--- src/rtl/alu_driver.sv ---
// alu_driver: initiator side of the ALU command/busy handshake with a busy timeout.
// Optional sticky overflow/carry accumulation is built when ALU_DRIVER_STICKY_FLAGS_EN is defined.

`ifndef aluCMDwidth
`define aluCMDwidth 5
`endif
`ifndef aluOFF
`define aluOFF 5'd0
`endif

// state | meaning
// IDLE  | ready for a request; ALU command is aluOFF
// ISSUE | command and operands presented for the ALU to sample
// WAIT  | holding command while alu_busy is high; timeout counter running
// RESP  | response presented until rsp_ready

module alu_driver #(
   parameter int width   = 36,
   parameter int TIMEOUT = 64
) (
   input  logic                      clk,
   input  logic                      reset,
`ifdef ALU_DRIVER_STICKY_FLAGS_EN
   input  logic                      flags_clear,
   output logic                      sticky_overflow,
   output logic                      sticky_carry0,
   output logic                      sticky_carry1,
`endif
   input  logic                      req_valid,
   output logic                      req_ready,
   input  logic [`aluCMDwidth-1:0]   req_cmd,
   input  logic [width-1:0]          req_op1high,
   input  logic [width-1:0]          req_op1,
   input  logic [width-1:0]          req_op2,
   output logic [`aluCMDwidth-1:0]   alu_command,
   output logic [width-1:0]          alu_op1high,
   output logic [width-1:0]          alu_op1,
   output logic [width-1:0]          alu_op2,
   input  logic [width-1:0]          alu_resulthigh,
   input  logic [width-1:0]          alu_resultlow,
   input  logic                      alu_overflow,
   input  logic                      alu_carry0,
   input  logic                      alu_carry1,
   input  logic                      alu_zero,
   input  logic                      alu_busy,
   output logic                      rsp_valid,
   input  logic                      rsp_ready,
   output logic [width-1:0]          rsp_resulthigh,
   output logic [width-1:0]          rsp_resultlow,
   output logic                      rsp_overflow,
   output logic                      rsp_carry0,
   output logic                      rsp_carry1,
   output logic                      rsp_zero,
   output logic                      rsp_error
);

   localparam int CW = $clog2(TIMEOUT + 1);
   localparam logic [CW-1:0] TMO_LAST = CW'(TIMEOUT - 1);

   typedef enum logic [1:0] {IDLE, ISSUE, WAIT, RESP} state_t;

   state_t          state_q;
   state_t          state_d;
   logic [CW-1:0]   tmo_cnt;
   logic            accept;
   logic            req_is_off;
   logic            wait_done;
   logic            tmo_hit;

   assign req_is_off = (req_cmd == `aluOFF);
   assign accept     = (state_q == IDLE) && req_valid;
   assign wait_done  = (state_q == WAIT) && !alu_busy;
   // abort on the busy edge that would bring the count up to TIMEOUT
   assign tmo_hit    = (state_q == WAIT) && alu_busy && (tmo_cnt == TMO_LAST);

   always_ff @(posedge clk or negedge reset) begin
      if (!reset) state_q <= IDLE;
      else        state_q <= state_d;
   end

   always_comb begin
      state_d = state_q;
      case (state_q)
         IDLE:    if (req_valid) state_d = req_is_off ? RESP : ISSUE;
         ISSUE:   state_d = WAIT;
         WAIT:    if (wait_done || tmo_hit) state_d = RESP;
         RESP:    if (rsp_ready) state_d = IDLE;
         default: state_d = IDLE;
      endcase
   end

   always_comb begin
      req_ready = (state_q == IDLE);
      rsp_valid = (state_q == RESP);
   end

   always_ff @(posedge clk or negedge reset) begin
      if (!reset)                                   tmo_cnt <= '0;
      else if (state_q == ISSUE)                    tmo_cnt <= '0;
      else if ((state_q == WAIT) && alu_busy && !tmo_hit) tmo_cnt <= tmo_cnt + 1'b1;
   end

   always_ff @(posedge clk or negedge reset) begin
      if (!reset) begin
         alu_command    <= `aluOFF;
         alu_op1high    <= '0;
         alu_op1        <= '0;
         alu_op2        <= '0;
         rsp_resulthigh <= '0;
         rsp_resultlow  <= '0;
         rsp_overflow   <= 1'b0;
         rsp_carry0     <= 1'b0;
         rsp_carry1     <= 1'b0;
         rsp_zero       <= 1'b0;
         rsp_error      <= 1'b0;
      end else if (accept) begin
         rsp_error <= 1'b0;
         if (req_is_off) begin
            // no-op request: answer immediately, leave the ALU untouched
            rsp_resulthigh <= '0;
            rsp_resultlow  <= '0;
            rsp_overflow   <= 1'b0;
            rsp_carry0     <= 1'b0;
            rsp_carry1     <= 1'b0;
            rsp_zero       <= 1'b0;
         end else begin
            alu_command <= req_cmd;
            alu_op1high <= req_op1high;
            alu_op1     <= req_op1;
            alu_op2     <= req_op2;
         end
      end else if (wait_done) begin
         alu_command    <= `aluOFF;
         rsp_resulthigh <= alu_resulthigh;
         rsp_resultlow  <= alu_resultlow;
         rsp_overflow   <= alu_overflow;
         rsp_carry0     <= alu_carry0;
         rsp_carry1     <= alu_carry1;
         rsp_zero       <= alu_zero;
      end else if (tmo_hit) begin
         alu_command    <= `aluOFF;
         rsp_resulthigh <= '0;
         rsp_resultlow  <= '0;
         rsp_overflow   <= 1'b0;
         rsp_carry0     <= 1'b0;
         rsp_carry1     <= 1'b0;
         rsp_zero       <= 1'b0;
         rsp_error      <= 1'b1;
      end
   end

`ifdef ALU_DRIVER_STICKY_FLAGS_EN
   logic [2:0] sticky_q;
   logic [2:0] sticky_base;

   // clear and capture on the same edge: clear first, then OR the new flags in
   assign sticky_base = flags_clear ? 3'b000 : sticky_q;

   always_ff @(posedge clk or negedge reset) begin
      if (!reset)         sticky_q <= 3'b000;
      else if (wait_done) sticky_q <= sticky_base | {alu_overflow, alu_carry0, alu_carry1};
      else                sticky_q <= sticky_base;
   end

   assign sticky_overflow = sticky_q[2];
   assign sticky_carry0   = sticky_q[1];
   assign sticky_carry1   = sticky_q[0];
`endif

endmodule

--- config.mk ---
export PLATFORM = sky130hd
export DESIGN_NAME = alu_driver
export DESIGN_NICKNAME = d
export VERILOG_FILES = /design/src/rtl/alu_driver.sv
export SDC_FILE = /design/constraint.sdc
export NUM_CORES = 1
export LEC_CHECK = 0
export ABC_AREA = 1
export CORE_AREA = 2 2 150 152
export DETAILED_ROUTE_END_ITERATION = 8
export DIE_AREA = 0 0 152 154
export HOLD_SLACK_MARGIN = 0.12
export PLACE_DENSITY = 0.84
export SLEW_MARGIN = 20
export SYNTH_ARGS = -nofsm -noshare
export SYNTH_HDL_FRONTEND = slang
export SYNTH_SLANG_ARGS = --single-unit
--- constraint.sdc ---
create_clock -name clk -period 1.7 [get_ports clk]
set_input_delay 0.34 -clock clk [delete_from_list [all_inputs] [get_ports clk]]
set_output_delay 0.34 -clock clk [all_outputs]
set_load 0.01 [all_outputs]
==> impl_results.md <==
- Status: finished, final reports clean
- Crit path time final: 1.70 ns
- FFs w/ async S/R, synth: 100%
- CTS tree: built
- Dpl ws: -0.169 ns
- Area contributors post-synth: dfrtp_1, nand2_1, buf_2
- Leading area contributor after synthesis: dfrtp_1
- Post-synth top area share: 63.6%
- Met1 usage: 24.0%
- Startpoint types: flop
- Post-placement cell count: 1552
- Layout net count: 1502
- Req. time, crit path: 1.36 ns
- Pwr Total: 21.6 mW
- Power per cell area: 1650 nW/µm²
- Total CTS buffers: 17
- Worst slew pin tran: 0.514 ns
- CP max FO: 2
- Worst setup path category: reg2out
- Tcrit/Tclk final: 99.7%
- Slowest stage delay, CP: 0.55 ns
- Met3 GRT Util: 6.60%
- Drt pass-1 iters: 5
- FP Rows: 54
- Share of layout cells above drive strength 1: 6.92%
- Highest clock rate: 0.590 GHz
- Die Ht: 154 µm
- Reg clk slew, reported paths: 0.09 ns
- Area grow syn2layout: 67.6%
- Final std cells w/o fill: 1595
- Root Driver: clkbuf_16
- Vias/cell: 4.65
- Final WS setup: 0.00426 ns
- Clock Sinks: 199
- Final Hold Vio Count: 0
- RSZ-0062 raised after global routing: yes
- Top FF cell, synth: dfrtp_1
- Wire length of the first global-routing pass: 38100 µm
- Core area: 21700 µm²
- Met2 usage: 34.9%
- Post-Synthesis Cells: 898
- IO Pins: 386
- Yosys warns: 0
- CP delay by family, top: buffers and inverters
- Most common library cells after synthesis: nand2_1, dfrtp_1, buf_2
- Setup Viol. Count Final: 0
- GPL Wtd Cong: 0.836
- Vias in the first global route: 7267
- Worst Path Buf+Inv: 1
- Initial Utilization: 36.1%
- Overall routing resource usage: 20.3%
- Layout Skew: 0.0112 ns
- Cells along the critical path: clkdlybuf4s50_1
- Final Cell Area: 13100 µm²
- Die width: 152 µm
- Synthesized cell area: 7830 µm²
- WL/cell: 15.9 µm
- Hold Path Class: in2reg
- Initial DRC Count: 477
- Initial antenna violation count: 0
- Clock Tree Buf Depth: 2
- Total grt overflow: 0
- Final Max Tran Viols: 0
- Full die area: 23400 µm²
- Placed Area: 12200 µm²
- Htree depth: 4
- # DRC: 0
- Average size of a mapped cell: 8.71 µm²
- Crit path DAT: 1.36 ns
- Most common cell in the netlist: nand2_1
- Antenna-violating nets left: 0
- Max transition margin: 65.7%
- Largest net degree at the start of global routing: 64
- Vias: 7422
- Syn_nets: 1098
- Fill count: 1758
- Slowest-stage cell, CP: clkdlybuf4s50_1
- Peak VDD IR: 0.819 mV
- Post-synth EDFFs: 0
- Final design utilization: 60.5%
- Crit. End Element: output port
- Dpl hpwl: 17700 µm
- Clk Latency, worst-skew pair: 0.42 ns
- Synth cell types: 23
- Sequential element share of the synthesized area: 63.6%
- Synth Register Bits: 199
- Port bufs: 385
- Post-Route WL: 25300 µm
- Maxcap violations: 0
- Lkg Pwr: 7.93 nW
- ANT cells: 0
- GRT busiest layer: met2
==> area by class of cell <==
type / instances / area (µm²) / area share, %
Clock buffer: 18 / 439 / 3.35
Clock inverter: 14 / 140 / 1.07
Inverter: 18 / 72.6 / 0.553
Multi-Input combinational cell: 641 / 2580 / 19.7
Sequential cell: 199 / 4980 / 38.0
Tap cell: 280 / 350 / 2.67
Timing Repair Buffer: 425 / 4550 / 34.7
==> final timing paths <==
check / endpoint / startpoint / depth (start not counted) / slack, ns
hold / removal: alu_op1high[19]$_DFFE_PN0P_ / req_op1high[19] / 3 / 0.44
min in group asynchronous: rsp_resultlow[14]$_DFFE_PN0P_ / reset / 2 / 0.45
setup reg to reg: rsp_resulthigh[32]$_DFFE_PN0P_ / state_q[0]$_DFFE_PN0P_ / 10 / 0.01
max in group asynchronous: rsp_resulthigh[4]$_DFFE_PN0P_ / reset / 3 / 0.66
hold reg to reg: rsp_resultlow[12]$_DFFE_PN0P_ / rsp_resultlow[12]$_DFFE_PN0P_ / 2 / 0.47
setup / recovery: alu_op2[28] / alu_op2[28]$_DFFE_PN0P_ / 1 / 0.004
==> what timing repair did <==
action                     in CTS  in global routing
cloned                          0                  7
gates resized for setup        65                108
hold endpoints to repair       42                  0
hold buffers                    1                  0
setup endpoints to repair     139                237
setup buffers                   3                  0
pin swaps                       0                  2
==> routing by layer <==
layer | wire length (µm) | vias to the layer above
li1 | - | 3513
met1 | 9730 | 3492
met2 | 12700 | 360
met3 | 2160 | 57
met4 | 739 | 0
met5 | 0 | -
==> sequential cells by signal, summed over array words and instances (netlist names) <==
| signal | cells |
|---|---|
| state_q | 2 |
| rsp_resulthigh | 36 |
| rsp_carry1 | 1 |
| alu_op1high | 36 |
| tmo_cnt | 7 |
| rsp_overflow | 1 |
| alu_op1 | 36 |
| rsp_carry0 | 1 |
| rsp_resultlow | 36 |
| rsp_error | 1 |
| alu_command | 5 |
| alu_op2 | 36 |
| rsp_zero | 1 |
==> kinds of logic after synthesis <==
kind of cell | Yosys count | share of synthesized area (%)
adder cells (fa/ha/maj) | 6 | 0.959
XOR/XNOR | 1 | 0.112
flip-flops | 199 | 63.6
AO/OA/AOI/OAI | 6 | 0.448
AND/OR/NAND/NOR | 628 | 30.8
buffers and inverters | 58 | 4.01
==> per-stage QoR <==
step | setup TNS, ns | hold WS (ns)
after floorplan | 0 | 0.0444
after global placement | -14.66 | 0.352
after detailed placement | -22.94 | 0.356
after CTS | -0.000481 | 0.413
after global routing | -4.41 | 0.430
final | 0 | 0.439
==> worst min-delay path, delay by kind of cell <==
family	cells	cell delay [ns]
buf+inv	1	0.39
simple gates	2	0.10
==> placed cells by master, fill, tap and decap left out, types with 3 or more instances in the layout <==
master | synthesis | routed
a21oi_1 | 3 | 3
inv_2 | 1 | 4
dlygate4sd2_1 | 0 | 56
inv_1 | 16 | 13
buf_4 | 6 | 20
clkinv_8 | 0 | 3
dfrtp_1 | 199 | 198
clkbuf_16 | 0 | 21
buf_6 | 6 | 4
nor2_1 | 10 | 9
buf_12 | 0 | 11
inv_6 | 0 | 8
clkdlybuf4s50_1 | 0 | 229
nand2_1 | 596 | 594
nand4_1 | 3 | 3
dlymetal6s2s_1 | 0 | 97
nand3_1 | 11 | 11
ha_1 | 6 | 4
==> report_power, final <==
group,switching (mW),leakage (nW),internal [mW],total (mW)
logic,4.90,5.09,4.79,9.69
registers,1.13,2.55,6.79,7.92
clock network,1.99,0.287,2.00,3.99
total,8.02,7.93,13.6,21.6
(Power assumes the default switching activity.)
